File: src/rtl/tick_timer_pkg.sv
// Shared types and default constants for the tick timer bank.
//   ch_state_e    : per-channel FSM state (IDLE, RUN)
//   DEF_BASE_DIV  : clock cycles per base period (one second at 25 MHz)
//   DEF_TURBO_DIV : base-rate speed-up factor in turbo mode
//   DEF_CNT_W     : width of a channel period, in base ticks
package tick_timer_pkg;

   typedef enum logic {
      IDLE = 1'b0,
      RUN  = 1'b1
   } ch_state_e;

   localparam int DEF_BASE_DIV  = 25_000_000;
   localparam int DEF_TURBO_DIV = 10;
   localparam int DEF_CNT_W     = 8;

endpackage

File: src/rtl/tick_channel.sv
// One timer channel: counts base ticks up to a latched period and pulses tick.
//   clk, resetN   : clock, async active-low reset
//   base_tick     : shared one-cycle base period strobe
//   start / stop  : one-cycle start/restart and abort requests (stop wins)
//   oneshot       : mode, 1 = one-shot, 0 = periodic (latched on start)
//   period        : terminal count in base ticks (latched on start, 0 = ignore)
//   tick          : one-cycle expiry pulse
//   busy          : high while in RUN
//
// state | meaning
// IDLE  | channel stopped, count held at 0, waiting for start
// RUN   | counting base ticks toward the latched period
module tick_channel
   import tick_timer_pkg::*;
#(
   parameter int CNT_W = DEF_CNT_W
) (
   input  logic             clk,
   input  logic             resetN,
   input  logic             base_tick,
   input  logic             start,
   input  logic             stop,
   input  logic             oneshot,
   input  logic [CNT_W-1:0] period,
   output logic             tick,
   output logic             busy
);

   ch_state_e        state_q, state_d;
   logic [CNT_W-1:0] cnt_q, cnt_d;
   logic [CNT_W-1:0] per_q, per_d;
   logic             mode_q, mode_d;
   logic             tick_q, tick_d;
   logic [CNT_W-1:0] cnt_inc;

   // per_q is never 0 in RUN, so cnt_q < per_q and the increment cannot wrap.
   assign cnt_inc = cnt_q + CNT_W'(1);

   always_comb begin
      state_d = state_q;
      cnt_d   = cnt_q;
      per_d   = per_q;
      mode_d  = mode_q;
      tick_d  = 1'b0;
      if (stop) begin
         state_d = IDLE;
         cnt_d   = '0;
      end else if (start) begin
         // A start takes priority over a coincident base tick, so that tick is not counted.
         cnt_d = '0;
         if (period != '0) begin
            state_d = RUN;
            per_d   = period;
            mode_d  = oneshot;
         end else begin
            state_d = IDLE;
         end
      end else if (state_q == RUN && base_tick) begin
         if (cnt_inc == per_q) begin
            tick_d = 1'b1;
            cnt_d  = '0;
            if (mode_q) begin
               state_d = IDLE;
            end
         end else begin
            cnt_d = cnt_inc;
         end
      end
   end

   always_ff @(posedge clk or negedge resetN) begin
      if (!resetN) begin
         state_q <= IDLE;
         cnt_q   <= '0;
         per_q   <= '0;
         mode_q  <= 1'b0;
         tick_q  <= 1'b0;
      end else begin
         state_q <= state_d;
         cnt_q   <= cnt_d;
         per_q   <= per_d;
         mode_q  <= mode_d;
         tick_q  <= tick_d;
      end
   end

   assign tick = tick_q;
   assign busy = (state_q == RUN);

endmodule

File: src/rtl/tick_timer_bank.sv
// Bank of NUM_CH independent tick timers sharing one base-period prescaler.
//   clk, resetN : clock, async active-low reset
//   turbo       : selects the shortened base period BASE_DIV/TURBO_DIV
//   start, stop : per-channel one-cycle start/restart and abort requests
//   oneshot     : per-channel mode, 1 = one-shot, 0 = periodic
//   period      : per-channel terminal count, channel i at [i*CNT_W +: CNT_W]
//   base_tick   : one-cycle pulse once per base period
//   tick        : per-channel one-cycle expiry pulse
//   busy        : per-channel RUN indicator
module tick_timer_bank
   import tick_timer_pkg::*;
#(
   parameter int BASE_DIV  = DEF_BASE_DIV,
   parameter int TURBO_DIV = DEF_TURBO_DIV,
   parameter int NUM_CH    = 4,
   parameter int CNT_W     = DEF_CNT_W
) (
   input  logic                    clk,
   input  logic                    resetN,
   input  logic                    turbo,
   input  logic [NUM_CH-1:0]       start,
   input  logic [NUM_CH-1:0]       stop,
   input  logic [NUM_CH-1:0]       oneshot,
   input  logic [NUM_CH*CNT_W-1:0] period,
   output logic                    base_tick,
   output logic [NUM_CH-1:0]       tick,
   output logic [NUM_CH-1:0]       busy
);

   // Both limits are resolved at elaboration; the turbo period is clamped to at least one cycle.
   localparam int TURBO_PERIOD = (BASE_DIV / TURBO_DIV > 0) ? BASE_DIV / TURBO_DIV : 1;
   localparam int PS_W         = (BASE_DIV > 1) ? $clog2(BASE_DIV) : 1;
   localparam logic [PS_W-1:0] LIMIT_NORM  = PS_W'(BASE_DIV - 1);
   localparam logic [PS_W-1:0] LIMIT_TURBO = PS_W'(TURBO_PERIOD - 1);

   logic [PS_W-1:0] ps_cnt_q, ps_cnt_d;
   logic            base_tick_q, base_tick_d;
   logic [PS_W-1:0] limit;

   always_comb begin
      limit       = turbo ? LIMIT_TURBO : LIMIT_NORM;
      ps_cnt_d    = ps_cnt_q + PS_W'(1);
      base_tick_d = 1'b0;
      // >= rather than == so a turbo switch past the new limit wraps immediately.
      if (ps_cnt_q >= limit) begin
         ps_cnt_d    = '0;
         base_tick_d = 1'b1;
      end
   end

   always_ff @(posedge clk or negedge resetN) begin
      if (!resetN) begin
         ps_cnt_q    <= '0;
         base_tick_q <= 1'b0;
      end else begin
         ps_cnt_q    <= ps_cnt_d;
         base_tick_q <= base_tick_d;
      end
   end

   assign base_tick = base_tick_q;

   for (genvar g = 0; g < NUM_CH; g++) begin : g_ch
      tick_channel #(
         .CNT_W (CNT_W)
      ) u_ch (
         .clk       (clk),
         .resetN    (resetN),
         .base_tick (base_tick_q),
         .start     (start[g]),
         .stop      (stop[g]),
         .oneshot   (oneshot[g]),
         .period    (period[g*CNT_W +: CNT_W]),
         .tick      (tick[g]),
         .busy      (busy[g])
      );
   end

endmodule

File: config.mk
export PLATFORM = sky130hd
export DESIGN_NAME = tick_timer_bank
export DESIGN_NICKNAME = d
export VERILOG_FILES = /design/src/rtl/tick_timer_pkg.sv /design/src/rtl/tick_channel.sv /design/src/rtl/tick_timer_bank.sv
export SDC_FILE = /design/constraint.sdc
export NUM_CORES = 1
export LEC_CHECK = 0
export BUFFER_PORTS_ARGS = -buffer_cell sky130_fd_sc_hd__buf_2
export CAP_MARGIN = 25
export CORE_MARGIN = 2
export CORE_UTILIZATION = 35
export DETAILED_ROUTE_END_ITERATION = 7
export GPL_ROUTABILITY_DRIVEN = 0
export PLACE_DENSITY = 0.56
export SLEW_MARGIN = 30
export SYNTH_ARGS = -nofsm -noshare
export SYNTH_HDL_FRONTEND = slang
export SYNTH_HIERARCHICAL = 1
export SYNTH_SLANG_ARGS = --single-unit
File: constraint.sdc
create_clock -name clk -period 2.15 [get_ports clk]
set_input_delay 0.1075 -clock clk [delete_from_list [all_inputs] [get_ports clk]]
set_output_delay 0.1075 -clock clk [all_outputs]
set_load 0.02 [all_outputs]
Yosys cells after proc, flatten, opt, wreduce, memory -nomap -nowiden
Cells that the tools add are included.
- muxes and demuxes: 59
- reductions and logical operators: 28
- magnitude comparators: 1
- add/subtract/negate cells: 5
- bitwise logic cells: 4
- equal/unequal tests: 4
- operator list (cell ; count):
    8-bit two-way mux ; 16
    25-bit two-way mux ; 2
    1-bit two-way mux ; 41
    3-bit nonzero test ; 12
    8-bit by 1-bit adder with 8-bit output, second input constant ; 4
    8-bit == test ; 4
    8-bit nonzero test ; 4
    25-bit by 1-bit adder with 25-bit output, second input constant ; 1
    25-bit greater-or-equal comparator ; 1
    3-bit AND reduction ; 8
    1-bit logical AND ; 4
    1-bit inverter ; 4
- output and inout bits: 9
- bits in registers: 102
- input port bits: 47
- word-level logic and storage cells: 123

Logic depth before layout (Yosys ltp)
Gate-level depths: netlist of the first run.
- depth in word-level cells: 6
- gate-level depth with buffers: 8

Modules after synthesis
Netlist of the first run, hierarchy kept.
- modules (own cells, without submodules) (module ; area an instance (um^2) ; instances ; cells an instance ; seq. area each (um^2)):
    tick_channel ; 1174.9 ; 4 ; 112 ; 475.5
    tick_timer_bank ; 1585.3 ; 1 ; 155 ; 650.6

Worst setup path after synthesis of the first run
Ideal clock, no wire load.
- path kind: register to register
- start point: register g_ch[0].u_ch.cnt_q[0]
- end point: register g_ch[0].u_ch.cnt_q[5]
- clock period less this slack: 2.040 ns
- setup slack: 0.110 ns
- required time: 2.049 ns
- data arrival time: 1.939 ns
- stages on the path, launching flop included: 8
- setup time: 0.101 ns
- buffers on the path: 1
- cell sequence: dfrtp_1 -> ha_1 -> clkbuf_2 -> and4b_2 -> o311a_1 -> o2111ai_4 -> nand2_4 -> o311ai_2
- word-level cells in the longest chain between the ends: 6
- ends and longest elaborated chain (item ; line ; RTL):
    start: declaration ; tick_channel.sv:30 ; logic [CNT_W-1:0] cnt_q, cnt_d;
    start signal: assignment ; tick_channel.sv:80 ; cnt_q <= cnt_d;
    8-bit by 1-bit adder with 8-bit output * ; tick_channel.sv:37 ; assign cnt_inc = cnt_q + CNT_W'(1);
    8-bit == test ; tick_channel.sv:59 ; if (cnt_inc == per_q) begin
    8-bit two-way mux * ; tick_channel.sv:59 ;
    8-bit two-way mux * ; tick_channel.sv:58 ; end else if (state_q == RUN && base_tick) begin
    8-bit two-way mux * ; tick_channel.sv:48 ; end else if (start) begin
    8-bit two-way mux * ; tick_channel.sv:45 ; if (stop) begin
Every way passes the cells marked *; elsewhere a longest branch is shown, timed or not. The select of a mux whose other input is x is not followed.
A chain may end at the register's enable or synchronous reset.

Worst setup path after layout of the first run
- start point: register ps_cnt_q[7]
- end point: register base_tick_q (netlist: base_tick)
- word-level cells in the longest chain between the ends: 2
- ends and longest elaborated chain (item ; line ; RTL):
    start: declaration ; tick_timer_bank.sv:36 ; logic [PS_W-1:0] ps_cnt_q, ps_cnt_d;
    start signal: assignment ; tick_timer_bank.sv:56 ; ps_cnt_q <= ps_cnt_d;
    25-bit greater-or-equal comparator ; tick_timer_bank.sv:45 ; if (ps_cnt_q >= limit) begin
    1-bit two-way mux ; tick_timer_bank.sv:45 ;
    named net base_tick_d ; tick_timer_bank.sv:37 ; logic base_tick_q, base_tick_d;
    end signal: assignment ; tick_timer_bank.sv:57 ; base_tick_q <= base_tick_d;
    end: declaration ; tick_timer_bank.sv:37 ;
The timed path passes the listed nets, and every way through them passes these cells.

==> results.md, run 1 <==
* Outcome: finished clean
* Post-synth top area cell: dfrtp_1
* Max Cap Viol at 0
* Worst vdd ir at between 0.4 and 0.5 mV
* CP startpoint kind: flop
* CP endpoint kind: flop
* CTS buffer count at 9
* Share of the synthesized area in the top cell type at 40.6%
* Reg area at 2560 um2
* Worst hold path cell count at 2
* Tcrit/Tclk final at 95.6%
* Top FF cell, synth: dfrtp_1
* HP Class: input port to flop
* Num ports at 56
* Mapped cell area at 6280 um2
* Pre-CTS setup slack at -113 ps
* Cell Rows at 49
* Worst-path fanout max at 10
* Post-Syn Nets at 668
* Post-route ant nets at 0
* P&R area growth vs syn at 20.5%
* Initial antenna violation count at 0
* Synth Warn # at 6
* Final Max Tran Viols at 0
* Power per standard cell area at roughly 640 nW/um2
* Vias in the first global route at between 5,000 and 6,000
* Largest net degree at the start of global routing at 54
* Max Clk Rate at approximately 0.49 GHz
* Setup ws final at 95.3 ps
* Max-slew headroom at 45.4%
* Nets at 758
* CP Class: flop to flop
* H-tree levels at 3
* Root Driver: clkbuf_16
* Worst-Margin Slew at 819 ps
* Final hold vios at 0
* Async set or reset register ratio after synthesis at 100%
* Total Wirelength at around 15,000 um
* Fin crit period at 2050 ps
* Worst-path clk slew at ~70 ps
* # fillers at around 1,700
* Reg2reg path depth at 7
* Dpl hpwl at 10,700 um
* Global-route wire length before repair at between 20,000 and 30,000 um
* Register bit total from synthesis at 102
* DR WL/cell at around 16 um
* Drt drc at 0
* Lkg Pwr at 3.11 nW
* Unique masters post-synth at 58
* Arr. time, crit path at 2290 ps
* Count of buffer and inverter cells on the critical path at 1
* Total GRT Usage at 15.9%
* Post-synthesis cell count at between 600 and 700
* Layout Skew at 12.8 ps
* Cell Area, Placed at between 6000 and 7000 um2
* Ratio of cells with drive above 1 in the final layout at 30.8%
* Final setup violation count at 0
* Area taken by multi-input logic gates at 3610 um2
* Die extent in x at between 100 and 150 um
* Number of enable flip-flop cells after synthesis at 0
* Post-synthesis average cell area at about 10 um2
* Chip height at 138 um
* Critical Path, Cell by Cell: ha_1, o211a_1, a211oi_1, a2111oi_2, o21a_2, buf_4, or2_2
* Synth area leaders: dfrtp_1 41%, mux2_2 6.5%, xor2_1 4.2%
* Slowest stage cell, crit path: dfrtp_1
* CP Depth at 7
* Setup TNS at 0 ps
* Top delay family on crit path: compound AO/OA/AOI/OAI gates
* Avg Vias per Cell at about 5.4
* # port buffers at 55
* Die ar. at 19,000 um2
* Register area share after synthesis at between 40% and 50%
* Top cells by count, synth: 102 x dfrtp_1, 46 x nand2_1, 36 x mux2_2
* CTS Sinks at 102
* Most frequent cell after synthesis: dfrtp_1
* N_diodes at 0
* Clk_lat worst skew at 350 ps
* CP max stage delay at 420 ps
* Initial Util at 35.3%
* CTS Buffer Depth at 2
* Req. time, crit path at 2380 ps
* Final instance area at about 7600 um2
* Total number of vias at 5,052
* CTS tree: done
* Core area at roughly 18,000 um2
* Total gr overflow at 0
* 1st-iter DRT viols at 341
* First-pass DRT Iterations at 4
==> worst register-to-register path, cell delays in order (launching register included) <==
cell and delay [ps]:
dfrtp_1 420, ha_1 310, o211a_1 120, a211oi_1 280
a2111oi_2 110, o21a_2 250, buf_4 180, or2_2 270
==> layout make-up <==
type | instances | share of cell area (%)
Tap cell | 229 | 3.78
Multi-Input combinational cell | 454 | 47.6
Clock buffer | 10 | 3.02
Timing Repair Buffer | 111 | 10.2
Sequential cell | 102 | 33.7
Inverter | 15 | 0.743
Clock inverter | 6 | 0.875
==> stage by stage <==
stage,instances,hold WS [ps],power (mW),utilization [%]
global route,927,3.60,5.13,42.6
CTS,924,0.0841,4.87,41.6
floorplan,603,-188,2.85,-
global placement,883,193,3.10,38.5
finish,927,15.2,4.85,42.6
detailed placement,883,207,3.15,38.5
==> report_power, final <==
group | internal (mW) | total, mW | switching, mW
logic | 0.451 | 0.883 | 0.432
registers | 2.11 | 2.32 | 0.207
clock network | 0.912 | 1.65 | 0.739
==> state kept, by name, indices dropped and copies added, names as in the netlist <==
name / count
ps_cnt_q: 25
g_ch.u_ch/cnt_q: 32
g_ch.u_ch/busy: 4
g_ch.u_ch/per_q: 32
g_ch.u_ch/mode_q: 4
g_ch.u_ch/tick: 4
base_tick: 1
==> routing by layer <==
layer	global-route usage, %	share of wire (%)
met1	21.3	47
met2	26.2	49
met3	3.84	3.2
met4	3.76	1.2
met5	0	0
==> cell families (layout without fill, tap and decap cells) <==
| kind of cell | count (synthesis) | count (layout) | share of synthesized area [%] |
|---|---|---|---|
| AND/OR/NAND/NOR | 232 | 232 | 21.5 |
| AO/OA/AOI/OAI | 107 | 109 | 14.9 |
| flip-flops | 102 | 102 | 40.6 |
| XOR/XNOR | 59 | 59 | 8.22 |
| buffers and inverters | 49 | 142 | 4.78 |
| multiplexers | 36 | 36 | 6.45 |
| adder cells (fa/ha/maj) | 18 | 18 | 3.58 |
==> cell usage in the layout (no fill, tap or decap), types with 9 or more instances in the layout <==
cell	Yosys	routed
buf_2	1	54
o311ai_2	8	9
inv_1	15	15
dlygate4sd3_1	0	19
xnor2_1	29	22
a21oi_1	15	13
nand4_1	27	27
ha_1	18	13
nand2_1	46	46
o21ai_0	18	12
xor2_1	30	30
nor2_1	10	10
clkbuf_16	0	9
nand3_1	31	31
buf_4	4	35
nand2b_1	16	16
dfrtp_1	102	99
mux2_2	36	36
nor3_1	31	28
==> final timing paths <==
check,startpoint,end,slack (ps)
setup / recovery,ps_cnt_q[7],base_tick,100
hold / removal,period[26],g_ch[3].u_ch/per_q[2],20
setup reg to reg,ps_cnt_q[7],base_tick,100
hold reg to reg,ps_cnt_q[0],ps_cnt_q[0],510
max in group asynchronous,resetN,ps_cnt_q[13],1170
min in group asynchronous,resetN,g_ch[0].u_ch/per_q[4],340
==> timing repair <==
item | in CTS | in global routing
hold endpoints to repair | 68 | 0
gates cloned | 0 | 2
resized for setup | 1 | 33
setup endpoints to repair | 9 | 55
pin swaps | 2 | 6
hold buffers | 19 | 0
buffers inserted | 6 | 1
(Power assumes the default switching activity.)
==> run 2: changes to the inputs <==
--- a/config.mk
+++ b/config.mk
@@ -12,6 +12,7 @@
 export DETAILED_ROUTE_END_ITERATION = 7
 export GPL_ROUTABILITY_DRIVEN = 0
 export PLACE_DENSITY = 0.56
+export SETUP_SLACK_MARGIN = 0.2
 export SLEW_MARGIN = 30
 export SYNTH_ARGS = -nofsm -noshare
 export SYNTH_HDL_FRONTEND = slang
==> run 2 against run 1 <==
  * Critical path type unchanged
  * Critical path depth grew 1
  * Utilization increased by 5.2 points
  * Routed wire length up 10%
  * Die area unchanged
  * Clock power about the same
  * Combinational power rose by 26%
  * Design area increased by 12%
  * Total power is 4.5% higher
  * Hold slack improved by 13 ps
==> results.md, run 2 (synthesis results as in run 1) <==
* Outcome: finished clean
* Final Max Tran Viols at 0 (unchanged)
* Area taken by multi-input logic gates at 4120 um2 (+14%)
* Avg Vias per Cell at 5.49 (+0.80%)
* Max Clk Rate at 0.499 GHz (+2.6%)
* Dpl hpwl at 10,700 um (+0.46%)
* Die ar. at 19,000 um2 (unchanged)
* Critical R2R Capture: g_ch[2].u_ch/cnt_q[5]
* Final instance area at 8490 um2 (+12%)
* Cell Rows at 49 (unchanged)
* Req. time, crit path at 2410 ps (+30 ps)
* Arr. time, crit path at 2260 ps (-30 ps)
* Total GRT Usage at 16.7% (+0.77 points)
* CTS Sinks at 102 (unchanged)
* Post-route ant nets at 0 (unchanged)
* Setup slack, reg-to-reg at 150 ps (+50 ps)
* Max-slew headroom at 40.5% (-4.9 points)
* Lkg Pwr at 3.40 nW (+9.3%)
* Final setup violation count at 0 (unchanged)
* Max Cap Viol at 0 (unchanged)
* Worst-path fanout max at 7 (-3)
* Chip height at 138 um (unchanged)
* Vias in the first global route at 5,335 (+4.2%)
* CP startpoint kind: flop
* 1st-iter DRT viols at 251 (-26%)
* Initial Util at 35.3% (unchanged)
* Num ports at 56 (unchanged)
* Biggest regs: g_ch.u_ch/cnt_q (32), g_ch.u_ch/per_q (32), ps_cnt_q (25)
* CTS buffer count at 9 (unchanged)
* CTS tree: done
* Global-route wire length before repair at 26,200 um (+3.7%)
* Worst-path clk slew at 70 ps (about the same)
* # fillers at 1,613 (-3.8%)
* Most common library cell in the layout ignoring fill and taps: dfrtp_1
* Clk_lat worst skew at 360 ps (about the same)
* Worst-Margin Slew at 892 ps (+72.8 ps)
* DR WL/cell at 16.9 um (+5.2%)
* Hold path start: period[26]
* Fin crit period at 2000 ps (-52.5 ps)
* Reg2reg path depth at 8 (+1)
* Placed insts at 887 (+0.45%)
* Die extent in x at 138 um (unchanged)
* N_diodes at 0 (unchanged)
* Ratio of cells with drive above 1 in the final layout at 40.3% (+9.5 points)
* First-pass DRT Iterations at 4 (unchanged)
* # port buffers at 55 (unchanged)
* Nets at 804 (+6.1%)
* Post-Layout Cell Count at 973 (+5.0%)
* HP Class: input port to flop
* CTS Buffer Depth at 2 (unchanged)
* Layout Skew at 8.00 ps (-4.84 ps)
* Largest net degree at the start of global routing at 44 (-19%)
* Total Wirelength at 16,500 um (+10%)
* CP Class: flop to flop
* Total gr overflow at 0 (unchanged)
* Reg-to-reg critical path startpoint: g_ch[2].u_ch/cnt_q[0]
* Initial antenna violation count at 0 (unchanged)
* Drt drc at 0 (unchanged)
* Reg area at 2570 um2 (+0.49%)
* Worst vdd ir at 0.421 mV (-9.1%)
* P&R area growth vs syn at 35.2%
* Most frequent cells in the layout: 89 x dfrtp_1, 54 x buf_4, 54 x buf_2
* Post-layout power at 5.07 mW (+4.5%)
* H-tree levels at 3 (unchanged)
* Core area at 17,800 um2 (unchanged)
* Hold endpoint: g_ch[3].u_ch/per_q[2]
* Total number of vias at 5,345 (+5.8%)
* CP endpoint kind: flop
* Worst hold path cell count at 2 (unchanged)
* Power per standard cell area at 597 nW/um2 (-6.8%)
* Setup TNS at 0 ps (unchanged)
* Final hold vios at 0 (unchanged)
* Worst hold margin at 28.6 ps (+13.4 ps)
* RSZ-0062 raised after global routing: yes
* Tcrit/Tclk final at 93.1% (-2.4 points)
* Root Driver: clkbuf_16
* Cell Area, Placed at 6890 um2 (+0.66%)
[run 2: changes by cell type in the layout (fill, tap and decap cells not counted), moves of 9 or more]
cell           before  now
nor3_1             28   19
dfrtp_2             3   13
dfrtp_1            99   89
buf_4              35   54
nor3_2              4   13
buf_6               1   11
dlygate4sd3_1      19   35
[run 2: cell type report]
type                    count  share of cell area (%)
multi-input cells         456                    48.5
flip-flops and latches    102                    30.2
repair buffers            155                    13.8
well taps                 229                    3.37
clock buffers              12                    3.14
inverters                  15                   0.663
clock inverters             4                   0.354
[run 2: metrics by stage]
| stage | utilization [%] | worst slack [ps] |
|---|---|---|
| 2_1_floorplan | - | 151 |
| 3_3_place_gp | 38.7 | 109 |
| 3_5_place_dp | 38.7 | 35.1 |
| 4_1_cts | 44.6 | 142 |
| 5_1_grt | 47.8 | 49.4 |
| 6_report | 47.8 | 148 |
[run 2: repair_timing]
action                                 in CTS  in global routing
pin swaps                                  18                 50
endpoints found under the hold margin      73                  0
buffers inserted                            9                 22
cloned                                      4                  0
setup endpoints to repair                  63                 64
hold buffers                               35                  0
resized for setup                          41                 84
[run 2: worst max path at each step]
| stage | startpoint | endpoint | slack [ps] | cells past startpoint |
|---|---|---|---|---|
| CTS | ps_cnt_q[5] | ps_cnt_q[2] | 140 | 7 |
| global route | g_ch[0].u_ch/cnt_q[1] | g_ch[0].u_ch/cnt_q[6] | 50 | 7 |
| floorplan | g_ch[0].u_ch/cnt_q[0] | g_ch[0].u_ch/cnt_q[5] | 150 | 7 |
| detailed placement | g_ch[1].u_ch/cnt_q[1] | g_ch[1].u_ch/cnt_q[6] | 40 | 7 |
| global placement | turbo | ps_cnt_q[4] | 110 | 9 |
| finish | g_ch[2].u_ch/cnt_q[0] | g_ch[2].u_ch/cnt_q[5] | 150 | 8 |
[run 2: power by group]
part           internal (mW)  leakage [nW]  switching, mW
clock                  0.883         0.145          0.741
combinational          0.588          1.95          0.519
sequential              2.11          1.31          0.226
[run 2: critical path, cell delays in order, from the launching register on]
cell and delay [ps]:
dfrtp_2 390, buf_6 100, buf_6 110, nand2_4 60, and4b_2 240, o311a_4 340
o2111ai_4 310, nand2_4 130, o311ai_2 220
[run 2: per-layer routing]
metal  part of all wire [%]  GRT usage (%)  vias to the layer above
met2                     50           28.2                      130
met3                    4.0           4.09                       40
li1                       -              -                     2536
met5                      0              0                        -
met4                    3.0           6.66                        0
met1                     43           20.5                     2639
